--- config.mk ---
export PLATFORM = sky130hd
export DESIGN_NAME = ps2_rx
export DESIGN_NICKNAME = d
export VERILOG_FILES = /design/src/rtl/ps2_pkg.sv /design/src/rtl/ps2_sync_filter.sv /design/src/rtl/ps2_rx.sv
export SDC_FILE = /design/constraint.sdc
export NUM_CORES = 1
export LEC_CHECK = 0
export CORE_AREA = 2 2 59 61
export CTS_CLUSTER_DIAMETER = 50
export DETAILED_ROUTE_END_ITERATION = 10
export DIE_AREA = 0 0 61 63
export DONT_BUFFER_PORTS = 1
export PLACE_DENSITY = 0.62
export SLEW_MARGIN = 10
export SYNTH_ARGS = -nofsm -noshare
export SYNTH_HDL_FRONTEND = slang
export SYNTH_SLANG_ARGS = --single-unit
export TNS_END_PERCENT = 5
--- constraint.sdc ---
create_clock -name CLOCK_50 -period 3.3 [get_ports CLOCK_50]
set_clock_uncertainty 0.2 [all_clocks]
set_input_delay 0.165 -clock CLOCK_50 [delete_from_list [all_inputs] [get_ports CLOCK_50]]
set_output_delay 0.165 -clock CLOCK_50 [all_outputs]
set_load 0.005 [all_outputs]
--- src/rtl/ps2_pkg.sv ---
// ps2_pkg: shared types and constants for the PS/2 receiver.
//   ps2_rx_state_t - deframing FSM states
//   PS2_DATA_BITS  - payload bits per PS/2 frame
package ps2_pkg;

    localparam int unsigned PS2_DATA_BITS = 8;

    typedef enum logic [1:0] {
        IDLE,
        DATA,
        PARITY,
        STOP
    } ps2_rx_state_t;

endpackage

--- src/rtl/ps2_sync_filter.sv ---
// ps2_sync_filter: 2-FF synchronizer plus glitch filter for the PS/2 clock pin.
//   CLOCK_50 - system clock (rising edge)
//   reset    - asynchronous, active-high reset
//   raw      - raw asynchronous pin
//   level    - filtered level, changes only after FILTER_LEN identical samples
//   fall     - one-cycle strobe on a filtered 1->0 transition
// FILTER_LEN must be at least 2.
module ps2_sync_filter #(
    parameter int unsigned FILTER_LEN = 8
) (
    input  logic CLOCK_50,
    input  logic reset,
    input  logic raw,
    output logic level,
    output logic fall
);

    logic [1:0]            sync_q;
    logic [FILTER_LEN-1:0] hist_q;
    logic                  level_q;
    logic                  level_d;

    // Everything resets high (idle bus) so no edge is seen coming out of reset.
    always_ff @(posedge CLOCK_50 or posedge reset) begin
        if (reset) begin
            sync_q  <= '1;
            hist_q  <= '1;
            level_q <= 1'b1;
        end else begin
            sync_q  <= {sync_q[0], raw};
            hist_q  <= {hist_q[FILTER_LEN-2:0], sync_q[1]};
            level_q <= level_d;
        end
    end

    always_comb begin
        level_d = level_q;
        if (hist_q == '0) begin
            level_d = 1'b0;
        end else if (hist_q == '1) begin
            level_d = 1'b1;
        end
    end

    assign level = level_q;
    // Combinational so the strobe lands 2 + FILTER_LEN cycles after the pin drops.
    assign fall  = level_q & ~level_d;

endmodule

--- src/rtl/ps2_rx.sv ---
// ps2_rx: PS/2 device-to-host receiver, deframes 11-bit frames in the CLOCK_50 domain.
//   CLOCK_50 - 50 MHz system clock
//   reset    - asynchronous, active-high reset
//   PS2_CLK  - raw PS/2 clock pin
//   PS2_DAT  - raw PS/2 data pin
//   rx_data  - last good byte, held until the next good byte
//   rx_valid - one-cycle pulse when rx_data updates
//   rx_error - one-cycle pulse on a rejected frame (start/parity/stop or timeout)
//   rx_busy  - high while a frame is in progress
// Optional: define PS2_RX_TIMEOUT_EN to abort partial frames after TIMEOUT_CYCLES
// cycles without a filtered falling clock edge.
module ps2_rx
    import ps2_pkg::*;
#(
    parameter int unsigned FILTER_LEN     = 8,
    parameter int unsigned TIMEOUT_CYCLES = 50000
) (
    input  logic                     CLOCK_50,
    input  logic                     reset,
    input  logic                     PS2_CLK,
    input  logic                     PS2_DAT,
    output logic [PS2_DATA_BITS-1:0] rx_data,
    output logic                     rx_valid,
    output logic                     rx_error,
    output logic                     rx_busy
);

    localparam int unsigned CNT_W = $clog2(PS2_DATA_BITS);
    localparam logic [CNT_W-1:0] LAST_BIT = CNT_W'(PS2_DATA_BITS - 1);

    ps2_rx_state_t            state_q;
    logic [CNT_W-1:0]         bit_cnt_q;
    logic [PS2_DATA_BITS-1:0] shift_q;
    logic                     parity_ok_q;
    logic [1:0]               dat_sync_q;
    logic                     dat;
    logic                     fall;
    logic                     unused_clk_filt;
    logic                     timeout_hit;

    ps2_sync_filter #(
        .FILTER_LEN(FILTER_LEN)
    ) u_clk_filter (
        .CLOCK_50(CLOCK_50),
        .reset   (reset),
        .raw     (PS2_CLK),
        .level   (unused_clk_filt),
        .fall    (fall)
    );

    // Data only needs synchronizing; it is stable around the filtered clock edge.
    always_ff @(posedge CLOCK_50 or posedge reset) begin
        if (reset) begin
            dat_sync_q <= '1;
        end else begin
            dat_sync_q <= {dat_sync_q[0], PS2_DAT};
        end
    end

    assign dat = dat_sync_q[1];

`ifdef PS2_RX_TIMEOUT_EN
    localparam int unsigned TO_W = $clog2(TIMEOUT_CYCLES);
    localparam logic [TO_W-1:0] TO_MAX = TO_W'(TIMEOUT_CYCLES - 1);

    logic [TO_W-1:0] to_cnt_q;

    // A fall in the same cycle keeps the frame alive.
    assign timeout_hit = (state_q != IDLE) && !fall && (to_cnt_q == TO_MAX);

    always_ff @(posedge CLOCK_50 or posedge reset) begin
        if (reset) begin
            to_cnt_q <= '0;
        end else if (fall || (state_q == IDLE) || timeout_hit) begin
            to_cnt_q <= '0;
        end else begin
            to_cnt_q <= to_cnt_q + 1'b1;
        end
    end
`else
    assign timeout_hit = 1'b0;
`endif

    always_ff @(posedge CLOCK_50 or posedge reset) begin
        if (reset) begin
            state_q     <= IDLE;
            bit_cnt_q   <= '0;
            shift_q     <= '0;
            parity_ok_q <= 1'b0;
            rx_data     <= '0;
            rx_valid    <= 1'b0;
            rx_error    <= 1'b0;
        end else begin
            rx_valid <= 1'b0;
            rx_error <= 1'b0;
            if (fall) begin
                unique case (state_q)
                    IDLE: begin
                        // A high bit on a stray edge is not a start bit; ignore it.
                        if (!dat) begin
                            state_q   <= DATA;
                            bit_cnt_q <= '0;
                        end
                    end
                    DATA: begin
                        // LSB arrives first, so shift in from the top.
                        shift_q   <= {dat, shift_q[PS2_DATA_BITS-1:1]};
                        bit_cnt_q <= bit_cnt_q + 1'b1;
                        if (bit_cnt_q == LAST_BIT) begin
                            state_q <= PARITY;
                        end
                    end
                    PARITY: begin
                        // Odd parity: data plus parity bit must hold an odd number of ones.
                        parity_ok_q <= ^{dat, shift_q};
                        state_q     <= STOP;
                    end
                    STOP: begin
                        if (dat && parity_ok_q) begin
                            rx_data  <= shift_q;
                            rx_valid <= 1'b1;
                        end else begin
                            rx_error <= 1'b1;
                        end
                        state_q <= IDLE;
                    end
                    default: state_q <= IDLE;
                endcase
            end else if (timeout_hit) begin
                state_q  <= IDLE;
                rx_error <= 1'b1;
            end
        end
    end

    assign rx_busy = (state_q != IDLE);

endmodule

Yosys cells after proc, flatten, opt, wreduce, memory -nomap -nowiden
Cells that the tools add are included.

Add/sub/neg operators: 1. Equality and inequality tests: 7. Mux-type cells: 13. Bitwise operators: 2. Reduce and logical (&&, ||, !) cells: 11.

Operators with widths (count): 3-bit AND reduction (3); 9-bit XOR reduction (1); 8-bit == test (second input constant) (1); 8-bit logical NOT (1); 1-bit 2-to-1 mux (8); 2-bit one-hot mux with 4 select lines (1); 3-bit one-hot mux with 2 select lines (1); 2-bit == test (second input constant) (2); 2-bit 2-to-1 mux (2); 2-bit inequality test (second input constant) (2); 2-bit AND reduction (2); 2-bit nonzero test (2); 3-bit by 1-bit adder with 3-bit output (second input constant) (1); 3-bit == test (second input constant) (1); 3-bit 2-to-1 mux (1); 2-bit by 1-bit == test with 1-bit output (second input constant) (1); 2-bit logical NOT (1); 1-bit bitwise AND (1); 1-bit logical AND (1); 1-bit inverter (1).

Flip-flop bits (word level): 37. Input bits: 4. Output and inout port bits: 11. Logic and storage cells: 45.

Logic depth before layout (Yosys ltp)
Depth after elaboration: 6. Depth in mapped cells: 6. Gate-level depth less buffers: 6.

By module
Synthesis repeated with hierarchy kept, for this count alone.

Cell total of the unflattened synthesis: 114. Area, all modules: 1471.4 um2.

By module, submodules not included: ps2_rx (times used 1, cells each 95, area an instance 1122.3 um2, sequential area each 653.1 um2); ps2_sync_filter (times used 1, cells each 19, area an instance 349.1 um2, sequential area each 289.0 um2).

Worst setup path after synthesis
No wires, ideal clock.

Path kind: flip-flop to flip-flop. From: register u_clk_filter.hist_q[0]. To: register rx_data[0]. Library setup time: 0.125 ns. Arrival: 1.629 ns. Required time: 2.975 ns. Setup slack: 1.346 ns. Stages on the path, launching flop included: 6. Buffers on the path: 1. Clock period less this slack: 1.954 ns. Path through: dfstp_2 > nor4_2 > nand2_2 > or3_1 > buf_6 > mux2_4.

Longest elaborated chain between the ends: 6. Elaborated cells between the ends (all ways): 7. Those cells by class: 1 x eq/ne; 2 x mux; 2 x bitwise; 2 x reduce/logical.

Ends and longest elaborated chain: start: declaration (RTL line ps2_sync_filter.sv:19) `logic [FILTER_LEN-1:0] hist_q;`; start signal: assignment (RTL line ps2_sync_filter.sv:31) `hist_q <= {hist_q[FILTER_LEN-2:0], sync_q[1]};`; 8-bit == test (RTL line ps2_sync_filter.sv:40) `end else if (hist_q == '1) begin`; 1-bit 2-to-1 mux (RTL line ps2_sync_filter.sv:40); 1-bit 2-to-1 mux * (RTL line ps2_sync_filter.sv:38) `if (hist_q == '0) begin`; 1-bit inverter * (RTL line ps2_sync_filter.sv:47) `assign fall = level_q & ~level_d;`; 1-bit bitwise AND * (RTL line ps2_sync_filter.sv:47); 3-bit AND reduction (no line) *; end signal: assignment (RTL line ps2_rx.sv:120) `rx_data <= shift_q;`; end: declaration (RTL line ps2_rx.sv:22) `output logic [PS2_DATA_BITS-1:0] rx_data,`.

Every way passes the cells marked *; elsewhere a longest branch is shown, timed or not. A chain may end at the register's enable or synchronous reset.

Final worst setup path
From: register u_clk_filter.hist_q[0]. To: register rx_data[4].

Same word-level chain as after synthesis.

==> reports/qor.yml <==
routing:
  via_per_inst: 5.07
  finalWirelength_mm: 2.40
  wl_per_cell_um: 14.5
  num_vias: 836
  drtPass1Iterations: 4
  drt_iter0_markers: 38
  route.detailed.drc: 0
  ant_nets: 0
clocking:
  clkTransAtPathRegs_ps: 100
  ctsHtreeMaxLevel: 2
  cts-root-buf: "clkbuf_4"
  clk_path_buf_depth: 2
  cts_buffers: 5
  insertion_delay_ps: 330
  ctsResizeCount: 0
  post-cts-setup-buffer-count: 0
  cts_tree: "built"
  clock_sinks: 37
pwr:
  power_density_mw_per_mm2: 426
  irDropWorstVdd_uv: 285
  p_leak_nw: 0.801
  finalPower_mw: 0.719
floorplanning:
  rows: 21
  ioPinCount: 15
  die_h_um: 63
  dieArea_sq_mm: 0.00384
  core_sq_mm: 0.00323
  fp.dieW_um: 61
  initial_utilization: 0.482
synth:
  synth_top_family_by_area: "multiplexers"
  yosysSeqAreaShare: 0.604
  synth-xor-area-share: 0.0482
  synth_compound_area_frac: 0.0225
  yosysWarningCount: 0
  syn_nets: 120
  synth_fa_ha_area_frac: 0.0562
  yosys.cell_types.count: 26
  synthMuxAreaShare: 0.156
  synthSimpleGateAreaFrac: 0.0891
  synth_seq_cells: 37
  synth.cell_area_sq_mm: 0.00156
  syn_inst: 109
  avgSynthCellArea_sq_um: 14.3
setup_path:
  crit_buf_inv: 0
  max_stage_delay_ps: 620
  cp_max_fo: 8
  r2r-end: "rx_data[4]$_DFFE_PP0P_"
  crit_chain: "nor4_2, nand2_2, or3_1, mux2_4"
  arrival_ps: 2250
  startpoint_type: "flip-flop"
  crit_type: "reg2reg"
  reg2reg_slack_ps: 1070
  path_delay_family: "simple AND/OR/NAND/NOR gates"
  critPathCaptureType: "flip-flop"
  rr_startpoint: "u_clk_filter.hist_q[0]$_DFF_PP1_"
  r2r_cells: 4
  required_ps: 3330
  slowest_stage: "or3_1"
timing:
  max_slew_margin: 0.597
  tightest_slew_ps: 604
  tns_ps: 0
  hold_viol: 0
  setup_viol: 0
  maxSlewViolCount: 0
  max_freq_mhz: 449
  rsz0062_at_grt: "false"
  min_period_ps: 2230
  fin_crit_sh: 0.675
  whs_ps: 127
flow_run:
  cap_viol_max_count: 0
cells_and_area:
  finalNetCount: 129
  area_growth_pct: 8.27
  diodes: 0
  drive_gt1_frac: 0.345
  post-route-util: 0.522
  fin_area_sq_mm: 0.00169
place:
  hpwlAfterDp_mm: 1.69
  place_congestion: 0.726
  place_area_sq_mm: 0.00161
  portBuffers: 0
grt:
  antenna_found_initial: 0
  grt_max_degree: 22
  track_usage: 0.155
  grt-ovfl-total: 0
  grt_pass1_wl_mm: 4.28
  grt_pass1_vias: 870
outcome:
  outcome: "finished clean"
hold_path:
  hp-class: "in2async"
[synth_stat cells (all sizes together)]
cell type | number | area (sq um)
dfrtp | 24 | 601
mux2 | 18 | 233
dfstp | 13 | 342
ha | 7 | 87.6
inv | 6 | 22.5
o21ai | 6 | 30.0
nor2 | 5 | 18.8
xnor2 | 5 | 43.8
nand2 | 4 | 17.5
nand3 | 4 | 20.0
nand4 | 3 | 18.8
nor4 | 2 | 25.0
a21oi | 1 | 5.00
and2 | 1 | 7.51
buf | 1 | 11.3
clkbuf | 1 | 3.75
mux2i | 1 | 10.0
nand2b | 1 | 6.26
nor2b | 1 | 6.26
nor3 | 1 | 5.00
nor3b | 1 | 7.51
or3 | 1 | 6.26
xnor3 | 1 | 22.5
xor2 | 1 | 8.76
[power breakdown]
group | internal, mW | switching [mW]
logic | 0.00793 | 0.0126
registers | 0.470 | 0.00918
clock network | 0.0849 | 0.135
[how the worst max path moves through the flow]
stage / cells past startpoint / slack, ps / end / startpoint
global route: 4 / 1000 / rx_data[4]$_DFFE_PP0P_ / u_clk_filter.hist_q[0]$_DFF_PP1_
CTS: 4 / 1070 / rx_data[4]$_DFFE_PP0P_ / u_clk_filter.hist_q[0]$_DFF_PP1_
floorplan: 5 / 1350 / rx_data[0]$_DFFE_PP0P_ / u_clk_filter.hist_q[0]$_DFF_PP1_
global placement: 4 / 1100 / rx_data[7]$_DFFE_PP0P_ / u_clk_filter.hist_q[0]$_DFF_PP1_
detailed placement: 4 / 1070 / rx_data[4]$_DFFE_PP0P_ / u_clk_filter.hist_q[0]$_DFF_PP1_
finish: 4 / 1070 / rx_data[4]$_DFFE_PP0P_ / u_clk_filter.hist_q[0]$_DFF_PP1_
[logic make-up after synthesis]
logic type | after synthesis
DFF | 37
AOI/OAI and AO/OA | 7
buffers and inverters | 8
xor gates and xnor gates | 7
muxes | 19
adders and majority gates | 7
and+or+nand+nor | 24
[final cells by class]
type | count | area (sq um)
inverter | 6 | 22.5
multi-input combinational | 64 | 579
sequential | 37 | 942
timing repair buffer | 4 | 37.5
fill | 301 | 1540
clock buffer | 8 | 48.8
tap | 46 | 57.6
[flip-flops by register name, summed over array words and instances, names as in the netlist, 2 cells and up]
signal               flops
state_q                  2
shift_q                  8
bit_cnt_q                3
u_clk_filter.hist_q      8
rx_data                  8
u_clk_filter.sync_q      2
dat_sync_q               2
[what timing repair did]
item,in CTS,in global routing
endpoints found under the setup margin,0,0
endpoints found under the hold margin,18,0
hold buffers,3,0
[through the flow]
step | instances | setup slack (ps)
floorplan | 109 | 1350
global placement | 154 | 1100
detailed placement | 154 | 1070
CTS | 165 | 1070
global route | 165 | 1000
finish | 165 | 1070
[layout by cell type (no fill, tap or decap)]
master,count
a21oi_1,1
and2_2,1
buf_4,1
clkbuf_1,3
clkbuf_4,5
dfrtp_1,24
dfstp_2,13
dlygate4sd3_1,3
ha_1,7
inv_1,6
mux2_2,10
mux2_4,8
mux2i_1,1
nand2_1,3
nand2_2,1
nand2b_1,1
nand3_1,4
nand4_1,3
nor2_1,5
nor2b_1,1
nor3_1,1
nor3b_1,1
nor4_2,2
o21ai_0,6
or3_1,1
xnor2_1,5
xnor3_1,1
xor2_1,1
[routing by layer]
metal | share of wire | global-route usage | routed length, um | vias up
li1 | - | - | - | 390
met1 | 0.46 | 0.208 | 1090 | 425
met3 | 0.053 | 0.0580 | 126 | 4
met2 | 0.48 | 0.228 | 1150 | 17
met5 | 0 | 0 | 0 | -
met4 | 0.011 | 0.0571 | 26 | 0
No activity file was read; power rests on OpenSTA's default activity.
